File: src/rtl/hex_command_parser.sv
// hex_command_parser: parses ASCII commands "<a-z><hex digits><CR|LF>" from a
// UART receive byte stream into a command letter and a binary value.
// Optional byte echo to the UART transmitter is enabled by defining
// HEX_COMMAND_PARSER_ECHO_EN; without it tx_data/new_tx_data stay 0.
module hex_command_parser #(
    parameter int WIDTH   = 32,
    parameter int NDIGITS = WIDTH / 4,
    parameter int TIMEOUT = 50000000
) (
    input  logic             clk,
    input  logic             rst,
    input  logic [7:0]       rx_data,
    input  logic             new_rx_data,
    output logic [7:0]       cmd,
    output logic [WIDTH-1:0] value,
    output logic [4:0]       ndigits,
    output logic             cmd_valid,
    output logic             cmd_error,
    output logic             busy,
    output logic [7:0]       tx_data,
    output logic             new_tx_data,
    input  logic             tx_busy
);

    localparam logic [7:0] CH_CR  = 8'h0D;
    localparam logic [7:0] CH_LF  = 8'h0A;
    localparam logic [7:0] CH_ESC = 8'h1B;

    // Counter wide enough to hold TIMEOUT-1; a 1-bit stub when unused.
    localparam int TW = (TIMEOUT > 1) ? $clog2(TIMEOUT + 1) : 1;
    localparam logic [TW-1:0] TMO_LAST = (TIMEOUT > 0) ? TW'(TIMEOUT - 1) : '0;

    typedef enum logic [1:0] {
        IDLE,
        GET_DIGITS,
        ERR_DRAIN
    } state_t;

    state_t           state_q, state_d;
    logic [7:0]       pend_cmd_q, pend_cmd_d;
    logic [WIDTH-1:0] acc_q, acc_d;
    logic [4:0]       cnt_q, cnt_d;
    logic [TW-1:0]    tmo_q, tmo_d;
    logic [7:0]       cmd_q, cmd_d;
    logic [WIDTH-1:0] value_q, value_d;
    logic [4:0]       ndigits_q, ndigits_d;
    logic             cmd_valid_q, cmd_valid_d;
    logic             cmd_error_q, cmd_error_d;

    logic [4:0]       hex;        // {is_hex, nybble}
    logic             is_eol;
    logic             is_letter;
    logic             tmo_expire;

    // Returns {valid, nybble} for an ASCII hex digit of either case.
    function automatic logic [4:0] hex_decode(input logic [7:0] b);
        logic [4:0] r;
        r = '0;
        if (b >= 8'h30 && b <= 8'h39)
            r = {1'b1, b[3:0]};
        else if ((b >= 8'h61 && b <= 8'h66) || (b >= 8'h41 && b <= 8'h46))
            r = {1'b1, b[3:0] + 4'd9};
        return r;
    endfunction

    // Byte classification and timeout detection; an arriving byte beats expiry.
    always_comb begin
        hex        = hex_decode(rx_data);
        is_eol     = (rx_data == CH_CR) || (rx_data == CH_LF);
        is_letter  = (rx_data >= 8'h61) && (rx_data <= 8'h7A);
        tmo_expire = (TIMEOUT > 0) && (state_q != IDLE) && !new_rx_data &&
                     (tmo_q == TMO_LAST);
    end

    // Next-state and next-output computation for the parser.
    always_comb begin
        state_d     = state_q;
        pend_cmd_d  = pend_cmd_q;
        acc_d       = acc_q;
        cnt_d       = cnt_q;
        cmd_d       = cmd_q;
        value_d     = value_q;
        ndigits_d   = ndigits_q;
        cmd_valid_d = 1'b0;
        cmd_error_d = 1'b0;

        if (new_rx_data || state_q == IDLE)
            tmo_d = '0;
        else
            tmo_d = tmo_q + TW'(1);

        if (new_rx_data) begin
            if (rx_data == CH_ESC) begin
                state_d = IDLE;
            end else begin
                unique case (state_q)
                    IDLE: begin
                        if (is_letter) begin
                            pend_cmd_d = rx_data;
                            acc_d      = '0;
                            cnt_d      = '0;
                            state_d    = GET_DIGITS;
                        end
                    end
                    GET_DIGITS: begin
                        if (hex[4]) begin
                            if (cnt_q < 5'(NDIGITS)) begin
                                acc_d = (acc_q << 4) | WIDTH'(hex[3:0]);
                                cnt_d = cnt_q + 5'd1;
                            end else begin
                                state_d = ERR_DRAIN;
                            end
                        end else if (is_eol) begin
                            cmd_d       = pend_cmd_q;
                            value_d     = acc_q;
                            ndigits_d   = cnt_q;
                            cmd_valid_d = 1'b1;
                            state_d     = IDLE;
                        end else begin
                            state_d = ERR_DRAIN;
                        end
                    end
                    ERR_DRAIN: begin
                        if (is_eol) begin
                            cmd_error_d = 1'b1;
                            state_d     = IDLE;
                        end
                    end
                    default: state_d = IDLE;
                endcase
            end
        end else if (tmo_expire) begin
            cmd_error_d = 1'b1;
            state_d     = IDLE;
        end
    end

    // Parser state and registered outputs; reset abandons any command silently.
    always_ff @(posedge clk or posedge rst) begin
        if (rst) begin
            state_q     <= IDLE;
            pend_cmd_q  <= '0;
            acc_q       <= '0;
            cnt_q       <= '0;
            tmo_q       <= '0;
            cmd_q       <= '0;
            value_q     <= '0;
            ndigits_q   <= '0;
            cmd_valid_q <= 1'b0;
            cmd_error_q <= 1'b0;
        end else begin
            state_q     <= state_d;
            pend_cmd_q  <= pend_cmd_d;
            acc_q       <= acc_d;
            cnt_q       <= cnt_d;
            tmo_q       <= tmo_d;
            cmd_q       <= cmd_d;
            value_q     <= value_d;
            ndigits_q   <= ndigits_d;
            cmd_valid_q <= cmd_valid_d;
            cmd_error_q <= cmd_error_d;
        end
    end

    assign cmd       = cmd_q;
    assign value     = value_q;
    assign ndigits   = ndigits_q;
    assign cmd_valid = cmd_valid_q;
    assign cmd_error = cmd_error_q;
    assign busy      = (state_q != IDLE);

`ifdef HEX_COMMAND_PARSER_ECHO_EN
    logic [7:0] echo_buf_q, echo_buf_d;
    logic       echo_full_q, echo_full_d;
    logic [7:0] tx_data_q, tx_data_d;
    logic       new_tx_q, new_tx_d;
    logic       echo_send;

    // One-byte echo buffer: newest byte overwrites, an error '?' beats both.
    always_comb begin
        echo_send   = echo_full_q && !tx_busy;
        echo_buf_d  = echo_buf_q;
        echo_full_d = echo_full_q && !echo_send;
        tx_data_d   = echo_send ? echo_buf_q : tx_data_q;
        new_tx_d    = echo_send;
        if (new_rx_data) begin
            echo_buf_d  = rx_data;
            echo_full_d = 1'b1;
        end
        if (cmd_error_d) begin
            echo_buf_d  = 8'h3F;
            echo_full_d = 1'b1;
        end
    end

    // Echo buffer and transmit strobe registers.
    always_ff @(posedge clk or posedge rst) begin
        if (rst) begin
            echo_buf_q  <= '0;
            echo_full_q <= 1'b0;
            tx_data_q   <= '0;
            new_tx_q    <= 1'b0;
        end else begin
            echo_buf_q  <= echo_buf_d;
            echo_full_q <= echo_full_d;
            tx_data_q   <= tx_data_d;
            new_tx_q    <= new_tx_d;
        end
    end

    assign tx_data     = tx_data_q;
    assign new_tx_data = new_tx_q;
`else
    logic unused_tx_busy;
    assign unused_tx_busy = tx_busy;
    assign tx_data        = '0;
    assign new_tx_data    = 1'b0;
`endif

endmodule

File: config.mk
export PLATFORM = sky130hd
export DESIGN_NAME = hex_command_parser
export DESIGN_NICKNAME = d
export VERILOG_FILES = /design/src/rtl/hex_command_parser.sv
export SDC_FILE = /design/constraint.sdc
export NUM_CORES = 1
export LEC_CHECK = 0
export CAP_MARGIN = 20
export CORE_MARGIN = 2
export CORE_UTILIZATION = 40
export DETAILED_ROUTE_END_ITERATION = 8
export RECOVER_POWER = 100
export SLEW_MARGIN = 10
export SYNTH_ARGS = -nofsm -noshare
export SYNTH_HDL_FRONTEND = slang
export SYNTH_SLANG_ARGS = --single-unit
File: constraint.sdc
create_clock -name clk -period 3.75 [get_ports clk]
set_input_delay 0.75 -clock clk [delete_from_list [all_inputs] [get_ports clk]]
set_output_delay 0.75 -clock clk [all_outputs]
set_load 0.005 [all_outputs]
# After elaboration in Yosys (flattened, before gate mapping)
# Index checks and enable logic that the tools add are counted.
[totals] regBits=120 latchBits=0 mem_bits_rw=0 mem_bits_ro=0 word_cells=83 mem_count=0
[op_classes] add_sub_neg=3 mul=0 div=0 order_cmp=8 n_eq_ne=12 n_shift=0 n_mux=29 bitwise=3 n_reduce_logical=18
[ops] cell="2-to-1 mux 32 bit" n=3
[ops] cell="case mux 32 bit (2 select lines)" n=1
[ops] cell="OR 32 x 4 -> 32 bit" n=1
[ops] cell="adder 26 x 1 -> 26 bit (second input constant)" n=1
[ops] cell="== test 26 bit (second input constant)" n=1
[ops] cell="2-to-1 mux 26 bit" n=1
[ops] cell="2-to-1 mux 5 bit" n=5
[ops] cell="<= comparator 8 x 7 -> 1 bit (second input constant)" n=3
[ops] cell="== test 8 x 4 -> 1 bit (second input constant)" n=2
[ops] cell="greater-or-equal comparator 8 x 7 -> 1 bit (second input constant)" n=2
[ops] cell="2-to-1 mux 2 bit" n=8
[ops] cell="case mux 5 bit (2 select lines)" n=1
[ops] cell="2-to-1 mux 1 bit" n=9
[ops] cell="== test 8 x 5 -> 1 bit (second input constant)" n=1
[ops] cell="greater-or-equal comparator 8 x 6 -> 1 bit (second input constant)" n=1
[ops] cell="<= comparator 8 x 6 -> 1 bit (second input constant)" n=1
[ops] cell="AND reduction 4 bit" n=2
[ops] cell="logical AND 1 bit" n=6
[ops] cell="!= test 2 bit (second input constant)" n=3
[ops] cell="case mux 2 bit (3 select lines)" n=1
[ops] cell="AND reduction 6 bit" n=1
[ops] cell="nonzero test 2 bit" n=3
[ops] cell="adder 5 x 1 -> 5 bit (second input constant)" n=1
[ops] cell="< comparator 5 x 4 -> 1 bit (second input constant)" n=1
[ops] cell="other kinds (11)" n=14

# Longest topological paths before layout
# Gate-level depths: netlist of the first run.
[logic_depth] ltp_word=9 ltp_mapped=8 ltp_nobuf=7

# Worst setup path after synthesis of the first run
# No wires, ideal clock.
[synth_path] path_kind="input port to flip-flop" from="input port rx_data[5]" to="register cmd_q[0], in the netlist cmd[0]" arrival_time_ps=2414 required_time_ps=3625 setup_slack_ps=1211 path_stages=6 path_buffers=2 path_cell_list="or4b_4 > o311a_4 > and3_1 > buf_6 > buf_12 > mux2_4"
[synth_between] elab_chain_len=7 elab_cells_between_ends=19 classes_between="order compare: 6; eq/ne: 3; mux: 2; bitwise: 2; reduce/logical: 6"
[synth_rtl] element="start, declared" line="12" rtl="input logic [7:0] rx_data,"
[synth_rtl] element="greater-or-equal comparator 8 x 7 -> 1 bit or <= comparator 8 x 7 -> 1 bit (tied branches)" line="61" rtl="else if ((b >= 8'h61 && b <= 8'h66) || (b >= 8'h41 && b <= 8'h46))"
[synth_rtl] element="logical AND 1 bit" line="61"
[synth_rtl] element="logical OR 1 bit" line="61"
[synth_rtl] element="2-to-1 mux 5 bit" line="61"
[synth_rtl] element="2-to-1 mux 5 bit" line="59" rtl="if (b >= 8'h30 && b <= 8'h39)"
[synth_rtl] element="NOT 1 bit (no source line)"
[synth_rtl] element="AND reduction 5 bit (no source line) (*)"
[synth_rtl] element="end signal, assigned" line="157" rtl="cmd_q <= cmd_d;"
[synth_rtl] element="end, declared" line="44" rtl="logic [7:0] cmd_q, cmd_d;"
# Every way passes the cells marked *; elsewhere a longest branch is shown, timed or not.
# A chain may end at the register's enable or synchronous reset.

# Final worst setup path of the first run
[layout_path] from="input port rx_data[3]" to="register value_q[15], in the netlist value[15]"
[layout_between] elab_chain_len=7 elab_cells_between_ends=19 classes_between="order compare: 6; eq/ne: 3; mux: 2; bitwise: 2; reduce/logical: 6"
[layout_rtl] element="greater-or-equal comparator 8 x 7 -> 1 bit or <= comparator 8 x 7 -> 1 bit (tied branches)" line="61"
[layout_rtl] element="logical AND 1 bit" line="61"
[layout_rtl] element="logical OR 1 bit" line="61"
[layout_rtl] element="2-to-1 mux 5 bit" line="61"
[layout_rtl] element="2-to-1 mux 5 bit" line="59"
[layout_rtl] element="NOT 1 bit (no source line)"
[layout_rtl] element="AND reduction 5 bit (no source line) (*)"
[layout_rtl] element="end signal, assigned" line="158" rtl="value_q <= value_d;"
[layout_rtl] element="end, declared" line="45" rtl="logic [WIDTH-1:0] value_q, value_d;"
# Marked as above.

==> results.txt, run 1 <==
----------------------------------------------------
[Cells and area]
  Total of fill cells in the finished design ... 1295
  Synth-to-Final Area Change ... 18.8%
  Fraction of final layout cells with drive strength greater than 1 ... 11.0%
  Number of antenna diodes ... 0
  Final net count ... 554
  Final design area excluding fillers ... 6640 sq um

[Critical path]
  CP required ... 4030 ps
  Critical path startpoint category ... input pin
  Crit path arrival time ... between 3000 and 4000 ps
  Capturing element type of the critical path ... flop
  Largest fanout on the critical path ... 41
  Setup CP Type ... in2reg

[Clock network]
  Number of hold buffers added after CTS ... 0
  CTS Root Buffer Type ... sky130_fd_sc_hd__clkbuf_16
  # resized after CTS ... 0
  CTS clock-pin slew for the worst setup and hold paths ... around 50 ps
  Clock tree from TritonCTS ... done
  Worst skew pair latency ... 410 ps
  H-tree depth reported by CTS ... 4
  Post-CTS Setup Repair Bufs ... 0
  Num CTS Buffers ... 17
  Buffer depth of the longest clock path ... 2
  Total clock sinks ... 120

[STA]
  Number of setup violations in the final report ... 0
  Number of pins exceeding their max-slew limit in the final report ... 68
  Post-Route Setup TNS ... 0 ps
  Worst slew margin ... -23.7%
  Clock tree skew after final layout ... between 5 and 6 ps
  Slew at the pin closest to its max-slew limit ... about 1900 ps
  Final Hold Slack ... 461 ps
  Final Cycle Share ... 87.8%
  Fin crit period ... about 3300 ps
  Setup repair after global routing missed its margin ... false
  Fin worst setup slack ... 456 ps
  Final number of hold-violating endpoints ... 0
  Peak clock frequency supported by timing ... 304 MHz

[Die]
  Placement row count ... 43
  Initial Utilization ... 40.6%
  Number of placed I/O pins ... just under 70
  Die footprint ... between 10000 and 15000 sq um
  Floorplan die height ... roughly 120 um
  Horizontal die dimension ... 122 um
  Placeable Area ... between 10000 and 15000 sq um

[Power and ir drop]
  Total Power Consumption ... around 0.0035 W
  Switching pwr ... 0.000970 W
  Clock power frac ... 38.5%
  Logic pwr share ... 15.4%
  Pwr per Cell Area ... approximately 530 nW/um^2
  Static leakage power ... around 3.1 nW
  Max rail drop VDD ... 0.300 mV
  Sw frac ... 27.3%
  Design internal power ... 0.00258 W
  Share of total power in sequential cells ... 46.2%

[Detailed routing]
  Total number of vias ... approximately 3400
  DRT Pass-1 Iters ... 4
  Number of antenna-violating nets in the routed design ... 0
  Per-cell via count in the routed design ... 4.76
  DRC errors left ... 0
  Drt initial violations ... 193
  Detailed-route wire length per cell ... about 14 um
  Final WL ... 10100 um

[Run]
  Max-cap viol count ... 2

[Synth]
  Total number of yosys warnings ... 0
  Primary FF master, synth ... sky130_fd_sc_hd__dfrtp_1
  Mapped Cells ... about 460
  Count of unique library cells instantiated by Yosys ... between 40 and 50
  Count of flip-flops with a built-in enable after synthesis ... 0
  Share of the yosys chip area belonging to registers ... 53.7%
  Mapped Avg Cell Area ... 12.0 sq um
  Combined area of all synthesized cells ... 5590 sq um
  Flip-flop and latch count after synthesis ... 120
  Async set or reset register ratio after synthesis ... 100%

[Global route]
  First-pass GRT wire length ... 17300 um
  Vias in the first global route ... 3574
  Number of antenna violations at the first check in global routing ... 0
  Global route total overflow ... 0
  Pin count of the biggest net entering global routing ... 46
  All-layer global routing usage ... 15.1%

[Placed design]
  Number of buffer cells added on primary ports ... 58
  HPWL Detailed ... 6940 um
  Placement-stage cell area ... 6350 sq um
  Worst slack at placement ... 333 ps
  Gp weighted congestion ... 0.771

[Status]
  Outcome ... complete, but fails checks
  Failing checks ... capacitance limit, slew limit

[Min path]
  Worst hold-check path type ... reg2reg

----------------------------------------------------
metrics by stage:
step | util (%) | instances
after floorplan | - | 472
after global placement | 46.0 | 695
after detailed placement | 46.1 | 696
after CTS | 49.6 | 723
after global routing | 48.2 | 724
final | 48.2 | 724
cells in the mapped netlist (4+ instances only):
cell type | number | area share, %
sky130_fd_sc_hd__a21oi_1 | 4 | 0.36
sky130_fd_sc_hd__and3_1 | 4 | 0.45
sky130_fd_sc_hd__buf_12 | 4 | 1.4
sky130_fd_sc_hd__buf_4 | 13 | 1.7
sky130_fd_sc_hd__clkbuf_1 | 7 | 0.47
sky130_fd_sc_hd__dfrtp_1 | 120 | 54
sky130_fd_sc_hd__ha_1 | 6 | 1.3
sky130_fd_sc_hd__inv_1 | 38 | 2.6
sky130_fd_sc_hd__mux2_2 | 14 | 2.8
sky130_fd_sc_hd__mux2_4 | 39 | 10
sky130_fd_sc_hd__mux2i_1 | 33 | 5.9
sky130_fd_sc_hd__nand2_1 | 43 | 2.9
sky130_fd_sc_hd__nand3_1 | 9 | 0.81
sky130_fd_sc_hd__nand3b_1 | 4 | 0.54
sky130_fd_sc_hd__nand4_1 | 9 | 1.0
sky130_fd_sc_hd__nor2_1 | 37 | 2.5
sky130_fd_sc_hd__nor3_1 | 5 | 0.45
sky130_fd_sc_hd__nor4_1 | 5 | 0.56
sky130_fd_sc_hd__o21ai_0 | 9 | 0.81
sky130_fd_sc_hd__xnor2_1 | 8 | 1.3
sky130_fd_sc_hd__xor2_1 | 17 | 2.7
worst max-delay path, cell delays in order:
cell and delay, ps:
sky130_fd_sc_hd__dlygate4sd3_1 670, sky130_fd_sc_hd__or4b_1 550, sky130_fd_sc_hd__o311a_2 450, sky130_fd_sc_hd__and3_2 280, sky130_fd_sc_hd__clkbuf_4 420, sky130_fd_sc_hd__mux2_1 440
sequential cells by signal (all words and copies together) (netlist names):
register / flops
acc_q: 32
value: 32
tmo_q: 26
cmd: 8
pend_cmd_q: 8
cnt_q: 5
ndigits: 5
state_q: 2
cmd_error: 1
cmd_valid: 1
final timing paths:
path / start / to / slack [ps] / cells past startpoint
min in group asynchronous: rst / cmd_error / 780 / 2
max: rx_data[3] / value[15] / 460 / 6
min reg2reg: tmo_q[0] / tmo_q[0] / 460 / 1
max in group asynchronous: rst / value[16] / 780 / 4
max reg2reg: state_q[0] / state_q[1] / 1540 / 6
min: tmo_q[0] / tmo_q[0] / 460 / 1
power by group through the flow:
| stage | clock, W | sequential (W) | combinational (W) |
|---|---|---|---|
| floorplan | 0 | 0.00161 | 0.000438 |
| global placement | 0 | 0.00166 | 0.000572 |
| detailed placement | 0 | 0.00167 | 0.000587 |
| CTS | 0.00140 | 0.00165 | 0.000591 |
| global route | 0.00146 | 0.00167 | 0.000623 |
| finish | 0.00137 | 0.00164 | 0.000546 |
per-layer routing:
metal	up-vias	wire length, um	track usage [%]
met4	0	167	5.96
met1	1710	4670	18.6
li1	1677	-	-
met5	-	0	0
met2	48	4880	24.8
met3	14	347	4.54
layout by cell type (no fill, tap or decap), drive strengths merged, types with 2 or more instances in the layout:
| cell | n |
|---|---|
| nand2 | 43 |
| conb | 9 |
| xnor2 | 8 |
| a21oi | 5 |
| nor4 | 5 |
| or4b | 3 |
| clkbuf | 30 |
| clkinv | 6 |
| and2 | 4 |
| buf | 5 |
| nand4 | 9 |
| clkdlybuf4s50 | 6 |
| nand3 | 9 |
| nor3 | 5 |
| inv | 37 |
| mux2i | 33 |
| nor2 | 37 |
| dlygate4sd3 | 52 |
| nand2b | 3 |
| ha | 6 |
| nor2b | 3 |
| mux2 | 53 |
| o21bai | 2 |
| xor2 | 17 |
| nand3b | 4 |
| a21o | 2 |
| o21ai | 9 |
| dfrtp | 120 |
| and3 | 4 |
final cells by class:
| cell class | count | area (sq um) | area share [%] |
|---|---|---|---|
| multi-input combinational | 287 | 2110 | 31.8 |
| inverter | 38 | 144 | 2.17 |
| clock buffer | 21 | 460 | 6.94 |
| sequential | 120 | 3000 | 45.2 |
| tap | 180 | 225 | 3.39 |
| clock inverter | 6 | 30.0 | 0.452 |
| timing repair buffer | 72 | 667 | 10.0 |
cells by family (layout without fill, tap and decap cells):
logic type	count (synthesis)	in the layout	share of synthesized area (%)
simple gates	136	136	12.0
flops	120	120	53.7
mux	86	86	19.2
buf+inv	65	137	6.58
compound gates	25	25	3.09
xor+xnor	25	25	3.92
fa+ha+maj	6	6	1.34
other cells	1	9	0.0671
No activity file was read; power rests on OpenSTA's default activity.
==> inputs of run 2 (changes only) <==
--- a/config.mk
+++ b/config.mk
@@ -9,6 +9,7 @@
 export CORE_MARGIN = 2
 export CORE_UTILIZATION = 40
 export DETAILED_ROUTE_END_ITERATION = 8
+export GPL_TIMING_DRIVEN = 0
 export RECOVER_POWER = 100
 export SLEW_MARGIN = 10
 export SYNTH_ARGS = -nofsm -noshare
==> results.txt, run 2 (synthesis gave the netlist of run 1 again) <==
----------------------------------------------------
[Clock network]
  # resized after CTS ... 0 (unchanged)
  Worst skew pair latency ... 410 ps (about the same)
  Post-CTS Setup Repair Bufs ... 0 (unchanged)
  Total clock sinks ... 120 (unchanged)
  CTS clock-pin slew for the worst setup and hold paths ... 50 ps (about the same)
  Num CTS Buffers ... 17 (unchanged)
  Number of hold buffers added after CTS ... 0 (unchanged)
  Buffer depth of the longest clock path ... 2 (unchanged)
  H-tree depth reported by CTS ... 4 (unchanged)
  CTS Root Buffer Type ... sky130_fd_sc_hd__clkbuf_16
  Clock tree from TritonCTS ... done

[Placed design]
  HPWL Detailed ... 7440 um (+7.2%)
  Number of buffer cells added on primary ports ... 56 (-3.4%)
  Total instance count after detailed placement ... 711 (+2.2%)
  Gp weighted congestion ... 0.769 (-0.25%)

[Global route]
  Vias in the first global route ... 3630 (+1.6%)
  All-layer global routing usage ... 15.8% (+0.75 points)
  First-pass GRT wire length ... 18000 um (+4.2%)
  Pin count of the biggest net entering global routing ... 36 (-22%)
  Number of antenna violations at the first check in global routing ... 0 (unchanged)
  Global route total overflow ... 0 (unchanged)

[Critical path]
  Crit path arrival time ... 3580 ps (about the same)
  Count of cells along the worst register-to-register path ... 7 (+1)
  Slowest stage cell, crit path ... sky130_fd_sc_hd__dlygate4sd3_1
  Critical path startpoint category ... input pin
  Flop-to-flop setup slack ... 1640 ps (+100 ps)
  Startpoint of the most critical register-to-register path ... state_q[0]
  Critical Path, Cell by Cell ... dlygate4sd3_1 -> inv_1 -> ha_1 -> o21bai_1 -> a21oi_1 -> o21ai_0 -> a21oi_2 -> clkbuf_2 -> mux2i_1
  Worst path max stage delay ... 630 ps (-40 ps)
  Largest fanout on the critical path ... 10 (-76%)
  Setup CP Type ... in2reg
  Capturing element type of the critical path ... flop
  Critical Path End ... acc_q[10]
  Launch point of the worst path ... rx_data[1]
  CP required ... 4080 ps (+50 ps)
  FF-to-FF End ... acc_q[18]

[STA]
  Number of pins exceeding their max-slew limit in the final report ... 0 (-100%)
  Peak clock frequency supported by timing ... 308 MHz (+1.4%)
  Final Cycle Share ... 86.6% (-1.2 points)
  Final number of hold-violating endpoints ... 0 (unchanged)
  Number of setup violations in the final report ... 0 (unchanged)
  Worst slew margin ... 5.84% (+30 points)
  Post-Route Setup TNS ... 0 ps (unchanged)
  Clock tree skew after final layout ... 6.45 ps (+1.19 ps)
  Setup repair after global routing missed its margin ... false
  Slew at the pin closest to its max-slew limit ... 1410 ps (-443 ps)
  Fin crit period ... 3250 ps (-44.6 ps)

[Detailed routing]
  Total number of vias ... 3509 (+1.7%)
  Number of antenna-violating nets in the routed design ... 0 (unchanged)
  Detailed-route wire length per cell ... 14.0 um (+0.67%)
  Final WL ... 10400 um (+3.4%)
  DRT Pass-1 Iters ... 4 (unchanged)
  DRC errors left ... 0 (unchanged)
  Per-cell via count in the routed design ... 4.72 (-1.0%)
  Drt initial violations ... 152 (-21%)

[Run]
  Max-cap viol count ... 0 (-2)

[Cells and area]
  Non-filler instance count after layout ... 744 (+2.8%)
  Total of fill cells in the finished design ... 1282 (-1.0%)
  Final net count ... 569 (+2.7%)
  Fraction of final layout cells with drive strength greater than 1 ... 13.5% (+2.4 points)
  Most common library cell in the layout ignoring fill and taps ... sky130_fd_sc_hd__dfrtp_1
  Synth-to-Final Area Change ... 22.3%
  Most frequent cells in the layout ... 120 x sky130_fd_sc_hd__dfrtp_1, 52 x sky130_fd_sc_hd__dlygate4sd3_1, 43 x sky130_fd_sc_hd__nand2_1
  Number of antenna diodes ... 0 (unchanged)

[Die]
  Floorplan die height ... 122 um (unchanged)
  Placeable Area ... 13800 sq um (unchanged)
  Number of placed I/O pins ... 69 (unchanged)
  Initial Utilization ... 40.6% (unchanged)
  Placement row count ... 43 (unchanged)
  Die footprint ... 14900 sq um (unchanged)
  Horizontal die dimension ... 122 um (unchanged)

[Status]
  Outcome ... completed

[Power and ir drop]
  Pwr per Cell Area ... 564 nW/um^2 (+5.5%)
  Static leakage power ... 3.22 nW (+2.6%)
  Max rail drop VDD ... 0.314 mV (+4.9%)

[Min path]
  Worst hold-check path type ... reg2reg

----------------------------------------------------
[run 2: power by group]
group	internal [W]	switching (W)
logic	0.000241	0.000323
registers	0.00149	0.000141
clock network	0.00106	0.000596
total	0.00279	0.00106
[run 2: final cells by class]
cell class	instances	area, sq um	area share [%]
Sequential cell	120	3000	43.9
Multi-Input combinational cell	287	2100	30.8
Timing Repair Buffer	60	593	8.68
Clock buffer	18	439	6.43
Tap cell	180	225	3.30
Clock inverter	14	174	2.54
Buffer	27	154	2.25
Inverter	38	144	2.11
[run 2: layer usage]
metal  routed length, um  up-vias  track usage (%)
met4                 171        0             6.90
met1                4820     1719             20.7
li1                    -     1720                -
met5                   0        -                0
met2                5080       50             24.8
met3                 339       20             4.12
[run 2: critical path, delay by kind of cell]
| family | cells | cell delay, ps |
|---|---|---|
| buffers and inverters | 3 | 1180 |
| AOI/OAI and AO/OA | 4 | 1160 |
| muxes | 1 | 240 |
| adders and majority gates | 1 | 230 |
[run 2: how the worst min path moves through the flow]
stage,from,endpoint,slack [ps],cells after the start
after floorplan,pend_cmd_q[5],pend_cmd_q[5],430,1
after global placement,pend_cmd_q[5],pend_cmd_q[5],440,1
after detailed placement,pend_cmd_q[6],pend_cmd_q[6],450,1
after CTS,pend_cmd_q[6],pend_cmd_q[6],460,1
after global routing,tmo_q[0],tmo_q[0],490,1
final,pend_cmd_q[6],pend_cmd_q[6],460,1
[run 2: metrics by stage]
step                      total power [W]  hold WS, ps  instance area (sq um)  util (%)  worst slack (ps)
after floorplan                   0.00205          428                   5620         -              1210
after global placement            0.00224          444                   6410      46.5               323
after detailed placement          0.00227          447                   6470      47.0               269
after CTS                         0.00395          464                   7080      51.4               696
after global routing              0.00407          492                   6830      49.6               222
final                             0.00385          461                   6830      49.6               501
